===== config.mk =====
export PLATFORM = sky130hd
export DESIGN_NAME = hamming_codec_arbiter
export DESIGN_NICKNAME = d
export VERILOG_FILES = /design/src/rtl/hamming_pkg.sv /design/src/rtl/hamming_codec_arbiter_rr_arbiter.sv /design/src/rtl/hamming_codec_arbiter.sv
export SDC_FILE = /design/constraint.sdc
export NUM_CORES = 1
export LEC_CHECK = 0
export CAP_MARGIN = 20
export CORE_UTILIZATION = 46
export CTS_CLUSTER_DIAMETER = 120
export CTS_CLUSTER_SIZE = 24
export DETAILED_ROUTE_END_ITERATION = 7
export PLACE_DENSITY = 0.88
export SLEW_MARGIN = 20
export SYNTH_ARGS = -nofsm -noshare
export SYNTH_HDL_FRONTEND = slang
export SYNTH_SLANG_ARGS = --single-unit

===== constraint.sdc =====
create_clock -name clk -period 7.5 [get_ports clk]
set_clock_uncertainty 0.2 [all_clocks]
set_input_delay 1.125 -clock clk [delete_from_list [all_inputs] [get_ports clk]]
set_output_delay 1.125 -clock clk [all_outputs]
set_load 0.01 [all_outputs]

===== src/rtl/hamming_pkg.sv =====
// Shared widths, FSM state encoding and packed-bus slice helpers for the
// Hamming codec arbiter.
package hamming_pkg;

  localparam int DATA_W  = 16;
  localparam int CODE_W  = 21;
  localparam int MAX_REQ = 8;

  typedef enum logic [1:0] {
    IDLE  = 2'd0,
    ISSUE = 2'd1,
    WAIT  = 2'd2,
    RESP  = 2'd3
  } state_t;

  // Buses are zero-padded to MAX_REQ slices so one helper serves any NUM_REQ.
  function automatic logic [DATA_W-1:0] slice_data(
    input logic [MAX_REQ*DATA_W-1:0] bus,
    input int unsigned               idx
  );
    return bus[idx*DATA_W +: DATA_W];
  endfunction

  function automatic logic [CODE_W-1:0] slice_error(
    input logic [MAX_REQ*CODE_W-1:0] bus,
    input int unsigned               idx
  );
    return bus[idx*CODE_W +: CODE_W];
  endfunction

endpackage


===== src/rtl/hamming_codec_arbiter_rr_arbiter.sv =====
// Round-robin grant: combinational search from the pointer upward, with the
// pointer moving past the served requester on an advance strobe.
module rr_arbiter #(
  parameter int NUM_REQ = 2,
  localparam int IDX_W  = (NUM_REQ > 1) ? $clog2(NUM_REQ) : 1
) (
  input  logic               clk,
  input  logic               rst,
  input  logic [NUM_REQ-1:0] req,
  input  logic               advance,
  input  logic [IDX_W-1:0]   adv_idx,
  output logic [IDX_W-1:0]   grant,
  output logic               any
);

  logic [IDX_W-1:0] ptr;
  logic [IDX_W-1:0] cand [NUM_REQ];

  // cand[gi] is the requester index gi positions after the pointer, wrapped.
  generate
    for (genvar gi = 0; gi < NUM_REQ; gi++) begin : g_cand
      logic [IDX_W:0] sum;
      assign sum      = {1'b0, ptr} + (IDX_W+1)'(gi);
      assign cand[gi] = (sum >= (IDX_W+1)'(NUM_REQ)) ?
                        IDX_W'(sum - (IDX_W+1)'(NUM_REQ)) : sum[IDX_W-1:0];
    end
  endgenerate

  always_comb begin
    grant = '0;
    any   = 1'b0;
    for (int k = NUM_REQ - 1; k >= 0; k--) begin
      if (req[cand[k]]) begin
        grant = cand[k];
        any   = 1'b1;
      end
    end
  end

  always_ff @(posedge clk or posedge rst) begin
    if (rst) begin
      ptr <= '0;
    end else if (advance) begin
      ptr <= (adv_idx == IDX_W'(NUM_REQ - 1)) ? '0 : adv_idx + 1'b1;
    end
  end

endmodule


===== src/rtl/hamming_codec_arbiter.sv =====
// Shares one Hamming(21,16) codec between NUM_REQ requesters: round-robin
// grant, single outstanding transaction, timeout and spurious-answer tracking.
module hamming_codec_arbiter #(
  parameter int NUM_REQ = 2,
  parameter int DATA_W  = hamming_pkg::DATA_W,
  parameter int CODE_W  = hamming_pkg::CODE_W,
  parameter int TIMEOUT = 64
) (
  input  logic                      clk,
  input  logic                      rst,
  input  logic [NUM_REQ-1:0]        reqValid,
  input  logic [NUM_REQ*DATA_W-1:0] reqData,
  input  logic [NUM_REQ*CODE_W-1:0] reqError,
  output logic [NUM_REQ-1:0]        reqReady,
  output logic [NUM_REQ-1:0]        respValid,
  input  logic [NUM_REQ-1:0]        respReady,
  output logic [DATA_W-1:0]         respData,
  output logic                      respMismatch,
  output logic                      respTimeout,
  output logic [DATA_W-1:0]         cdcData,
  output logic [CODE_W-1:0]         cdcError,
  output logic                      cdcValid,
  output logic                      cdcReady,
  input  logic                      cdcDecValid,
  input  logic [DATA_W-1:0]         cdcDecData,
  output logic [7:0]                spuriousCnt
);

  import hamming_pkg::*;

  localparam int IDX_W = (NUM_REQ > 1) ? $clog2(NUM_REQ) : 1;
  localparam int CNT_W = $clog2(TIMEOUT);

  state_t                              state;
  logic [IDX_W-1:0]                    grant;
  logic [IDX_W-1:0]                    grant_reg;
  logic                                any;
  logic                                advance;
  logic [CNT_W-1:0]                    cnt;
  logic [MAX_REQ*hamming_pkg::DATA_W-1:0] data_bus;
  logic [MAX_REQ*hamming_pkg::CODE_W-1:0] error_bus;
  logic [NUM_REQ-1:0]                  grant_onehot;

  assign data_bus     = (MAX_REQ*hamming_pkg::DATA_W)'(reqData);
  assign error_bus    = (MAX_REQ*hamming_pkg::CODE_W)'(reqError);
  assign grant_onehot = (NUM_REQ)'(1) << grant_reg;
  assign advance      = (state == RESP) && respReady[grant_reg];
  assign reqReady     = (state == IDLE && any) ? ((NUM_REQ)'(1) << grant) : '0;

  rr_arbiter #(
    .NUM_REQ (NUM_REQ)
  ) u_rr_arbiter (
    .clk     (clk),
    .rst     (rst),
    .req     (reqValid),
    .advance (advance),
    .adv_idx (grant_reg),
    .grant   (grant),
    .any     (any)
  );

  always_ff @(posedge clk or posedge rst) begin
    if (rst) begin
      state        <= IDLE;
      grant_reg    <= '0;
      cnt          <= '0;
      respValid    <= '0;
      respData     <= '0;
      respMismatch <= 1'b0;
      respTimeout  <= 1'b0;
      cdcData      <= '0;
      cdcError     <= '0;
      cdcValid     <= 1'b0;
      cdcReady     <= 1'b0;
      spuriousCnt  <= '0;
    end else begin
      cdcValid <= 1'b0;
      if (cdcDecValid && state != WAIT && spuriousCnt != 8'hFF) begin
        spuriousCnt <= spuriousCnt + 8'd1;
      end
      case (state)
        IDLE: begin
          if (any) begin
            grant_reg <= grant;
            cdcData   <= slice_data(data_bus, 32'(grant));
            cdcError  <= slice_error(error_bus, 32'(grant));
            cdcValid  <= 1'b1;
            state     <= ISSUE;
          end
        end
        ISSUE: begin
          cnt      <= '0;
          cdcReady <= 1'b1;
          state    <= WAIT;
        end
        WAIT: begin
          cnt <= cnt + 1'b1;
          // A decoded answer in the final cycle still beats the timeout.
          if (cdcDecValid) begin
            respData     <= cdcDecData;
            respMismatch <= (cdcDecData != cdcData);
            respTimeout  <= 1'b0;
            respValid    <= grant_onehot;
            cdcReady     <= 1'b0;
            state        <= RESP;
          end else if (cnt == CNT_W'(TIMEOUT - 1)) begin
            respData     <= '0;
            respMismatch <= 1'b0;
            respTimeout  <= 1'b1;
            respValid    <= grant_onehot;
            cdcReady     <= 1'b0;
            state        <= RESP;
          end
        end
        RESP: begin
          if (respReady[grant_reg]) begin
            respValid    <= '0;
            respData     <= '0;
            respMismatch <= 1'b0;
            respTimeout  <= 1'b0;
            cdcData      <= '0;
            cdcError     <= '0;
            state        <= IDLE;
          end
        end
        default: state <= IDLE;
      endcase
    end
  end

endmodule


# Word level (Yosys, flattened, before mapping)
# Index checks and enable logic that the tools add are counted.
# totals
ff_bits,77
latch_bits,0
ram_bits,0
mem_bits_ro,0
input_bits,97
out_inout_bits,69
word_cells,95
n_memories,0
# op_classes
addsub,6
mul,1
n_div,0
order_cmp,5
eq_ne,10
shift,4
n_mux,43
bitwise,0
n_reduce_logical,13
# ops
op,count
$shiftx A168 B7 Y21,1
$shiftx A128 B6 Y16,1
$mux W16,4
$pmux W16 S2,2
$mux W21,2
$pmux W21 S2,1
$mux W1,21
$ne A16 B16 Y1,1
$mux W2,7
$pmux W6 S2,1
$reduce_and A3 Y1,3
$add A8 B1 Y8 const B,1
$ne A8 B8 Y1 const B,1
$pmux W2 S4,1
$add A6 B1 Y6 const B,1
$eq A6 B6 Y1 const B,1
$lt A1 B2 Y1 const B,3
$mul A1 B5 Y6 const B,1
$pmux W1 S2,3
$reduce_bool A2 Y1,3
$eq A2 B2 Y1 const B,2
$logic_and A1 B1 Y1,4
$ne A2 B2 Y1 const B,2
$pmux W2 S2,1
11 further kinds,14

# Depth between registers and ports, before layout
# Gate-level depths: netlist of the first run.
# depth
word_depth,11
depth_mapped,8
depth_no_buf,6

# By module
# From an unflattened synthesis of the first run, not the netlist that was laid out.
# hier_totals
hier_cells,340
area_unflattened_um2,3858.7
# modules_own_cells
mod,n_inst,cells_each,area_each_um2,seq_area_each_um2
hamming_codec_arbiter,1,333,3803.6,1901.8
rr_arbiter,1,7,55.1,25.0

# Worst setup path after synthesis of the first run
# No wires, ideal clock.
# synth_path
path_type,input to output
startpoint,input reqValid[0]
endpoint,output reqReady[0]
arrival_ns,1.862
t_required_ns,6.175
path_slack_ns,4.313
stages,5
path_buffers,2
path_cell_list,inv_1 o21ai_2 buf_4 buf_4 and2_1
# synth_via
elab_chain_len,6
elab_cells_between_ends,11
classes_between,shift: 1; mux: 9; reduce/logical: 1
# synth_lines
item,line_no,source
start: declaration,hamming_codec_arbiter.sv:11,"input logic [NUM_REQ-1:0] reqValid,"
$mux W1 (not written as such) (2 in series),hamming_codec_arbiter_rr_arbiter.sv:33,if (req[cand[k]]) begin
$mux W1 (2 in series),hamming_codec_arbiter_rr_arbiter.sv:33,
$shl A1 B1 Y2 / $logic_and A1 B1 Y1 (equally long branches),hamming_codec_arbiter.sv:48,assign reqReady = (state == IDLE && any) ? ((NUM_REQ)'(1) << grant) : '0;
$mux W2 *,hamming_codec_arbiter.sv:48,
end: declaration,hamming_codec_arbiter.sv:14,"output logic [NUM_REQ-1:0] reqReady,"
# Mark *: on every way between the ends. The rest lies on a longest branch, timed or not. The select of a mux whose other input is x is not followed.

# Final worst setup path of the first run
# Same ends and word-level chain as after synthesis.

==> results of run 1 <==
-- routing by layer --
layer,track usage,vias up,part of all wire
met3,0.0485,9,0.069
met5,0,-,0
met1,0.277,1536,0.41
li1,-,1529,-
met2,0.378,121,0.51
met4,0.0744,0,0.011
-- layout make-up --
type / count / area [um^2] / share of cell area
repair buffers: 169 / 1680 / 0.291
inverters: 12 / 46.3 / 0.00801
clock inverters: 5 / 33.8 / 0.00584
clock buffers: 11 / 151 / 0.0262
well taps: 105 / 131 / 0.0227
flip-flops and latches: 77 / 1930 / 0.333
multi-input cells: 228 / 1810 / 0.313
-- cells in the final DEF (no fill, tap or decap), types with 2 or more instances in the layout --
| master | instances |
|---|---|
| o31ai_1 | 14 |
| a21o_1 | 2 |
| xor2_1 | 23 |
| nor4_1 | 4 |
| o21ai_0 | 8 |
| dfrtp_1 | 77 |
| nor2_1 | 8 |
| inv_1 | 11 |
| nor2b_1 | 3 |
| a22o_1 | 17 |
| clkinvlp_4 | 2 |
| ha_1 | 5 |
| a21oi_1 | 3 |
| o211ai_2 | 2 |
| nand4_1 | 5 |
| clkdlybuf4s50_1 | 165 |
| nand2_1 | 45 |
| o31ai_2 | 23 |
| clkbuf_8 | 11 |
| mux2_4 | 3 |
| nand3_1 | 4 |
| buf_4 | 4 |
| mux2i_1 | 38 |
| clkinv_2 | 3 |
| nor3_1 | 3 |
-- cells by family (layout without fill, tap and decap cells) --
group                      after synthesis  count (layout)  share of synthesized area
buffers and inverters                   35             197                     0.0496
xor gates and xnor gates                24              24                     0.0537
and+or+nand+nor                         80              80                     0.0931
DFF                                     77              77                      0.493
AOI/OAI and AO/OA                       75              75                      0.177
adders and majority gates                6               6                     0.0192
muxes                                   43              43                      0.115
-- worst min-delay path, cell delays in order, from the launching register on --
cell and delay, ns:
dfrtp_1 0.35, nand2_1 0.06, o31ai_2 0.05
-- per-stage QoR --
stage | worst slack (ns) | utilization | instances
floorplan | 4.21 | - | 340
global placement | 3.02 | 0.681 | 591
detailed placement | 2.95 | 0.681 | 591
CTS | 2.94 | 0.704 | 607
global route | 2.88 | 0.704 | 607
finish | 2.98 | 0.704 | 607
-- how the worst max path moves through the flow --
| stage | from | to | slack (ns) | cells after the start |
|---|---|---|---|---|
| after floorplan | rst | cdcData[0] | 4.21 | 1 |
| after global placement | reqValid[0] | reqReady[0] | 3.02 | 6 |
| after detailed placement | reqValid[0] | reqReady[0] | 2.95 | 6 |
| after CTS | reqValid[0] | reqReady[0] | 2.94 | 6 |
| after global routing | reqValid[0] | reqReady[0] | 2.88 | 6 |
| final | reqValid[0] | reqReady[0] | 2.98 | 6 |
-- power groups by stage --
| stage | Clock, uW | Sequential [uW] | Combinational (uW) |
|---|---|---|---|
| finish | 290 | 743 | 1190 |
| global route | 318 | 765 | 1290 |
| CTS | 297 | 745 | 1200 |
| detailed placement | 0 | 752 | 1190 |
| global placement | 0 | 739 | 1160 |
| floorplan | 0 | 798 | 670 |
==> results.md, run 1 <==
* Final nets at 600
* Total Power at 2220 uW
* Initial antenna violation count at 0
* Endpoint, Worst Hold: cdcError[2]
* Max Fclk at about 220 MHz
* Tmin final at 4.52 ns
* Post-synth top cells: dfrtp_1 (77), nand2_1 (45), mux2i_1 (38)
* Hold depth at 2
* Initial Util at 0.476
* VDD IR max at about 0.18 mV
* Area of the mapped netlist at 3910 um^2
* Largest net degree at the start of global routing at 78
* Clock power frac at 0.131
* Root Driver: clkbuf_8
* Core area at 8220 um^2
* Hold Buf Count CTS at 0
* Reg2Reg Depth at 7
* Hold Crit Start: cdcError[2]
* Post-DP Area at 5600 um^2
* Via-to-Cell Ratio at about 5.3
* Grt ovf at 0
* Input/output buffers at 165
* RSZ-0062 raised after global routing: no
* Reg2reg start: state[1]
* Worst hold slack at 0.285 ns
* Die area at just under 9000 um^2
* Internal cell power at 1340 uW
* Top cells by area, synth: dfrtp_1 (49%), mux2i_1 (9.7%), o31ai_2 (7.4%)
* Overall routed net length at about 9700 um
* Startpoint Class: input port
* Latest clock arrival within the worst-skew pair at 0.33 ns
* Crit-path cells: clkdlybuf4s50_1, inv_1, o21ai_4, buf_4, and2_1, clkdlybuf4s50_1
* Drt drc at 0
* R2r setup slk at 4.67 ns
* Largest register FFs at 21
* Synth area leader: dfrtp_1
* Reg2reg end: cdcData[4]
* HP Class: flip-flop to flip-flop
* Slew Viols, Final at 0
* Half-perimeter wire length after placement at 7280 um
* Most common cell in the netlist: dfrtp_1
* Setup CP Type: input port to output pin
* Seq pwr share at 0.334
* Antenna-violating nets left at 0
* Clock Pin Slew Worst Setup and Hold Paths at ~0.090 ns
* Die Ht at roughly 94 um
* Number of I/O pins at 166
* Post-Syn Nets at 443
* Synth Flop Type: dfrtp_1
* Pwr dens at 384 nW/um^2
* Slowest library cell on the worst path: clkdlybuf4s50_1
* Finished Cell Area at around 5800 um^2
* Seq cells post-synth at 77
* DRT Pass-1 Iters at 4
* CP delay by family, top: buffers and inverters
* Post-cts sizing count at 0
* Worst path max stage delay at 0.54 ns
* Synth cell types at 40
* Static leakage at 0.00255 uW
* Placer's final routability congestion estimate at 0.783
* Seq/Total Area, Yosys at 0.493
* Critical path fanouts, max at 35
* Post-synthesis average cell area at between 10 and 15 um^2
* GRT Util Overall at 0.222
* Share of the synthesized area in the top cell type at 0.493
* Diode count at 0
* Max-cap viol count at 0
* DR WL/cell at 15.9 um
* Row Count at 33
* WP data required at 6.17 ns
* Initial DRC Count at 129
* Switching Share at 0.395
* Biggest registers after layout: cdcError x21, cdcData x16, respData x16
* Fin crit share at 0.602
* Critical path buffer and inverter count at 4
* Clock buffer count from CTS at 9
* CP Capture Type: output pin
* Clk sink count at 77
* YS warnings at 0
* Cells after Synth at 340
* Via count at about 3200
* Arrival time at the worst endpoint at 3.19 ns
* Die width at 94.2 um
* Post-synth ARST share at 1.00
* Post-CTS Setup Repair Bufs at 0
* Filler cells at 595
* TNS Setup at 0 ns
* Hold Fails Final Rpt at 0
* Slew margin rel. at 0.282
* Worst Max-Slew Pin Slew at 1.07 ns
* EDFF count, synth at 0
* Biggest register: cdcError
* Share of layout cells above drive strength 1 at 0.112
* First-pass GRT wire length at 15100 um
* Combinational Power Share at 0.535
* Syn-to-layout area delta at 47.8%
* Reported net switching power at 877 uW
* CP dominant cell by count: clkdlybuf4s50_1
* H-tree levels at 3
* Number of global-route vias before repair at 3032
* Status: finished clean
* CTS tree: built
* Final-report setup violation count at 0
* Clk buf depth at 2
Power figures use the tool's default switching activity.
==> run 2, diff against run 1 <==
Settings changed: CORE_UTILIZATION 46 to 43, PLACE_DENSITY 0.88 to 0.83.
Clock period 7.5 ns to 4.5 ns, I/O delays scaled along.
==> run 2 against run 1 <==
Against the previous run:
- setup slack got worse by 1.6 ns
- sequential share of layout area barely moved
- clock power rose by 61%
- global-route usage fell by 0.74 points
- largest power group unchanged
- routed wire length fell by 0.54%
- total power rose by 66%
- flip-flop and latch count did not move
- largest cell class unchanged
- critical endpoint unchanged
- critical path depth fell by 1
- die area rose by 6.8%
- cell area barely moved
==> results.md, run 2 (synthesis results as in run 1) <==
* Final-report setup violation count at 0 (unchanged)
* Initial Util at 0.446 (-0.0297)
* Hold depth at 2 (unchanged)
* TNS Setup at 0 ns (unchanged)
* Reg2reg end: respTimeout
* Die area at 9480 um^2 (+6.8%)
* CTS tree: built
* Most frequent cells in the layout: clkdlybuf4s50_1 (165), dfrtp_1 (77), nand2_1 (45), mux2i_1 (38)
* Post-CTS Setup Repair Bufs at 0 (unchanged)
* Setup WS post-layout at 1.35 ns (-1.63 ns)
* Worst path max stage delay at 0.54 ns (about the same)
* Worst Max-Slew Pin Slew at 0.960 ns (-0.111 ns)
* Reg2Reg Depth at 5 (-2)
* Largest register FFs at 21 (unchanged)
* Status: finished clean
* Share of layout cells above drive strength 1 at 0.113 (+0.00177)
* Clock power frac at 0.126 (-0.005)
* Critical path fanouts, max at 8 (-77%)
* WP data required at 3.62 ns (-2.55 ns)
* Reg2reg start: state[1]
* Latest clock arrival within the worst-skew pair at 0.34 ns (about the same)
* Hold Fails Final Rpt at 0 (unchanged)
* Non-filler cells, final at 611 (+0.66%)
* Setup CP Type: input port to output pin
* Core area at 8760 um^2 (+6.7%)
* First-pass GRT wire length at 16300 um (+8.1%)
* Hold Crit Start: cdcError[14]
* DR WL/cell at 15.7 um (-1.2%)
* Internal cell power at 2230 uW (+66%)
* Slew Viols, Final at 0 (unchanged)
* Row Count at 34 (+3.0%)
* HP Class: flip-flop to flip-flop
* Via-to-Cell Ratio at 5.22 (-0.81%)
* Combinational Power Share at 0.538 (+0.003)
* Biggest registers after layout: cdcError x21, cdcData x16, respData x16
* Slew margin rel. at 0.358 (+0.0759)
* Endpoint, Worst Hold: cdcError[14]
* Max-cap viol count at 0 (unchanged)
* Clock Pin Slew Worst Setup and Hold Paths at 0.07 ns (-0.02 ns)
* Reported net switching power at 1450 uW (+65%)
* Pwr dens at 637 nW/um^2 (+66%)
* Drt drc at 0 (unchanged)
* DRT Pass-1 Iters at 4 (unchanged)
* Most common cell after layout, fill and taps aside: clkdlybuf4s50_1
* Post-place setup slack at 1.32 ns (-1.63 ns)
* Final nets at 601 (+0.17%)
* Seq pwr share at 0.335 (about the same)
* Syn-to-layout area delta at 47.9% (about the same)
* Input/output buffers at 165 (unchanged)
* Grt ovf at 0 (unchanged)
* Clock buffer count from CTS at 9 (unchanged)
* Arrival time at the worst endpoint at 2.28 ns (-0.91 ns)
* Placed Cells at 595 (+0.68%)
* Fin crit share at 0.700
* Diode count at 0 (unchanged)
* Max Fclk at 317 MHz
* Antenna-violating nets left at 0 (unchanged)
* Slowest library cell on the worst path: clkdlybuf4s50_1
* Post-cts sizing count at 0 (unchanged)
* CP Capture Type: output pin
* Die Ht at 97.4 um (+3.4%)
* GRT Util Overall at 0.214 (-0.00744)
* Via count at 3190 (-0.16%)
* Crit-path cells: clkdlybuf4s50_1, inv_1, o21ai_4, and2_1, clkdlybuf4s50_1
* RSZ-0062 raised after global routing: no
* R2r setup slk at 1.97 ns (-2.70 ns)
* Switching Share at 0.393 (-0.00133)
* VDD IR max at 0.421 mV (+140%)
* Die width at 97.4 um (+3.4%)
* Largest net degree at the start of global routing at 57 (-27%)
* Tmin final at 3.15 ns
* Half-perimeter wire length after placement at 7310 um (+0.46%)
* Initial antenna violation count at 0 (unchanged)
* Startpoint Class: input port
* Static leakage at 0.00255 uW (about the same)
* Clk buf depth at 2 (unchanged)
* Clk sink count at 77 (unchanged)
* Initial DRC Count at 76 (-41%)
* Biggest register: cdcError
* Number of global-route vias before repair at 3366 (+11%)
* Placer's final routability congestion estimate at 0.767 (-2.0%)
* H-tree levels at 3 (unchanged)
* Number of I/O pins at 166 (unchanged)
* Total Power at 3680 uW (+66%)
* Overall routed net length at 9610 um (-0.54%)
* Hold Buf Count CTS at 0 (unchanged)
* CP dominant cell by count: clkdlybuf4s50_1
* Root Driver: clkbuf_8
-- run 2: cell count changes in the layout (fill, tap and decap cells not counted), sizes merged --
cell	before	now
inv	12	11
clkinv	3	5
buf	4	5
clkbuf	11	10
-- run 2: metal layers --
| layer | global-route usage | wire length (um) | vias up |
|---|---|---|---|
| met2 | 0.360 | 4670 | 117 |
| met4 | 0.0848 | 155 | 0 |
| li1 | - | - | 1538 |
| met1 | 0.275 | 4280 | 1523 |
| met5 | 0 | 0 | - |
| met3 | 0.0381 | 499 | 12 |
-- run 2: worst max path at each step --
stage	start	to	slack, ns	cells after the start
after floorplan	rst	cdcData[0]	1.66	1
after global placement	reqValid[0]	reqReady[0]	1.37	5
after detailed placement	reqValid[0]	reqReady[0]	1.32	5
after CTS	reqValid[0]	reqReady[0]	1.32	5
after global routing	reqValid[0]	reqReady[0]	1.25	5
final	reqValid[0]	reqReady[0]	1.35	5
-- run 2: final cells by class --
class	count	area [um^2]
Clock buffer	10	138
Clock inverter	6	38.8
Fill cell	718	2980
Inverter	12	46.3
Multi-Input combinational cell	228	1810
Sequential cell	77	1930
Tap cell	108	135
Timing Repair Buffer	170	1690
-- run 2: stage by stage --
step / hold slack [ns] / area [um^2] / util
2_1_floorplan: 0.278 / 3910 / -
3_3_place_gp: 0.266 / 5610 / 0.640
3_5_place_dp: 0.272 / 5610 / 0.640
4_1_cts: 0.289 / 5780 / 0.660
5_1_grt: 0.317 / 5780 / 0.660
6_report: 0.281 / 5780 / 0.660
-- run 2: worst max-delay path: cells and delay by family --
family                 cells  cell delay [ns]
AO/OA/AOI/OAI              1             0.32
buffers and inverters      3             1.10
AND/OR/NAND/NOR            1             0.19
-- run 2: power groups by stage --
stage	registers, uW	clock network (uW)	logic (uW)
after floorplan	1330	0	1120
after global placement	1240	0	1950
after detailed placement	1250	0	2000
after CTS	1240	476	2000
after global routing	1280	508	2160
final	1240	466	1980
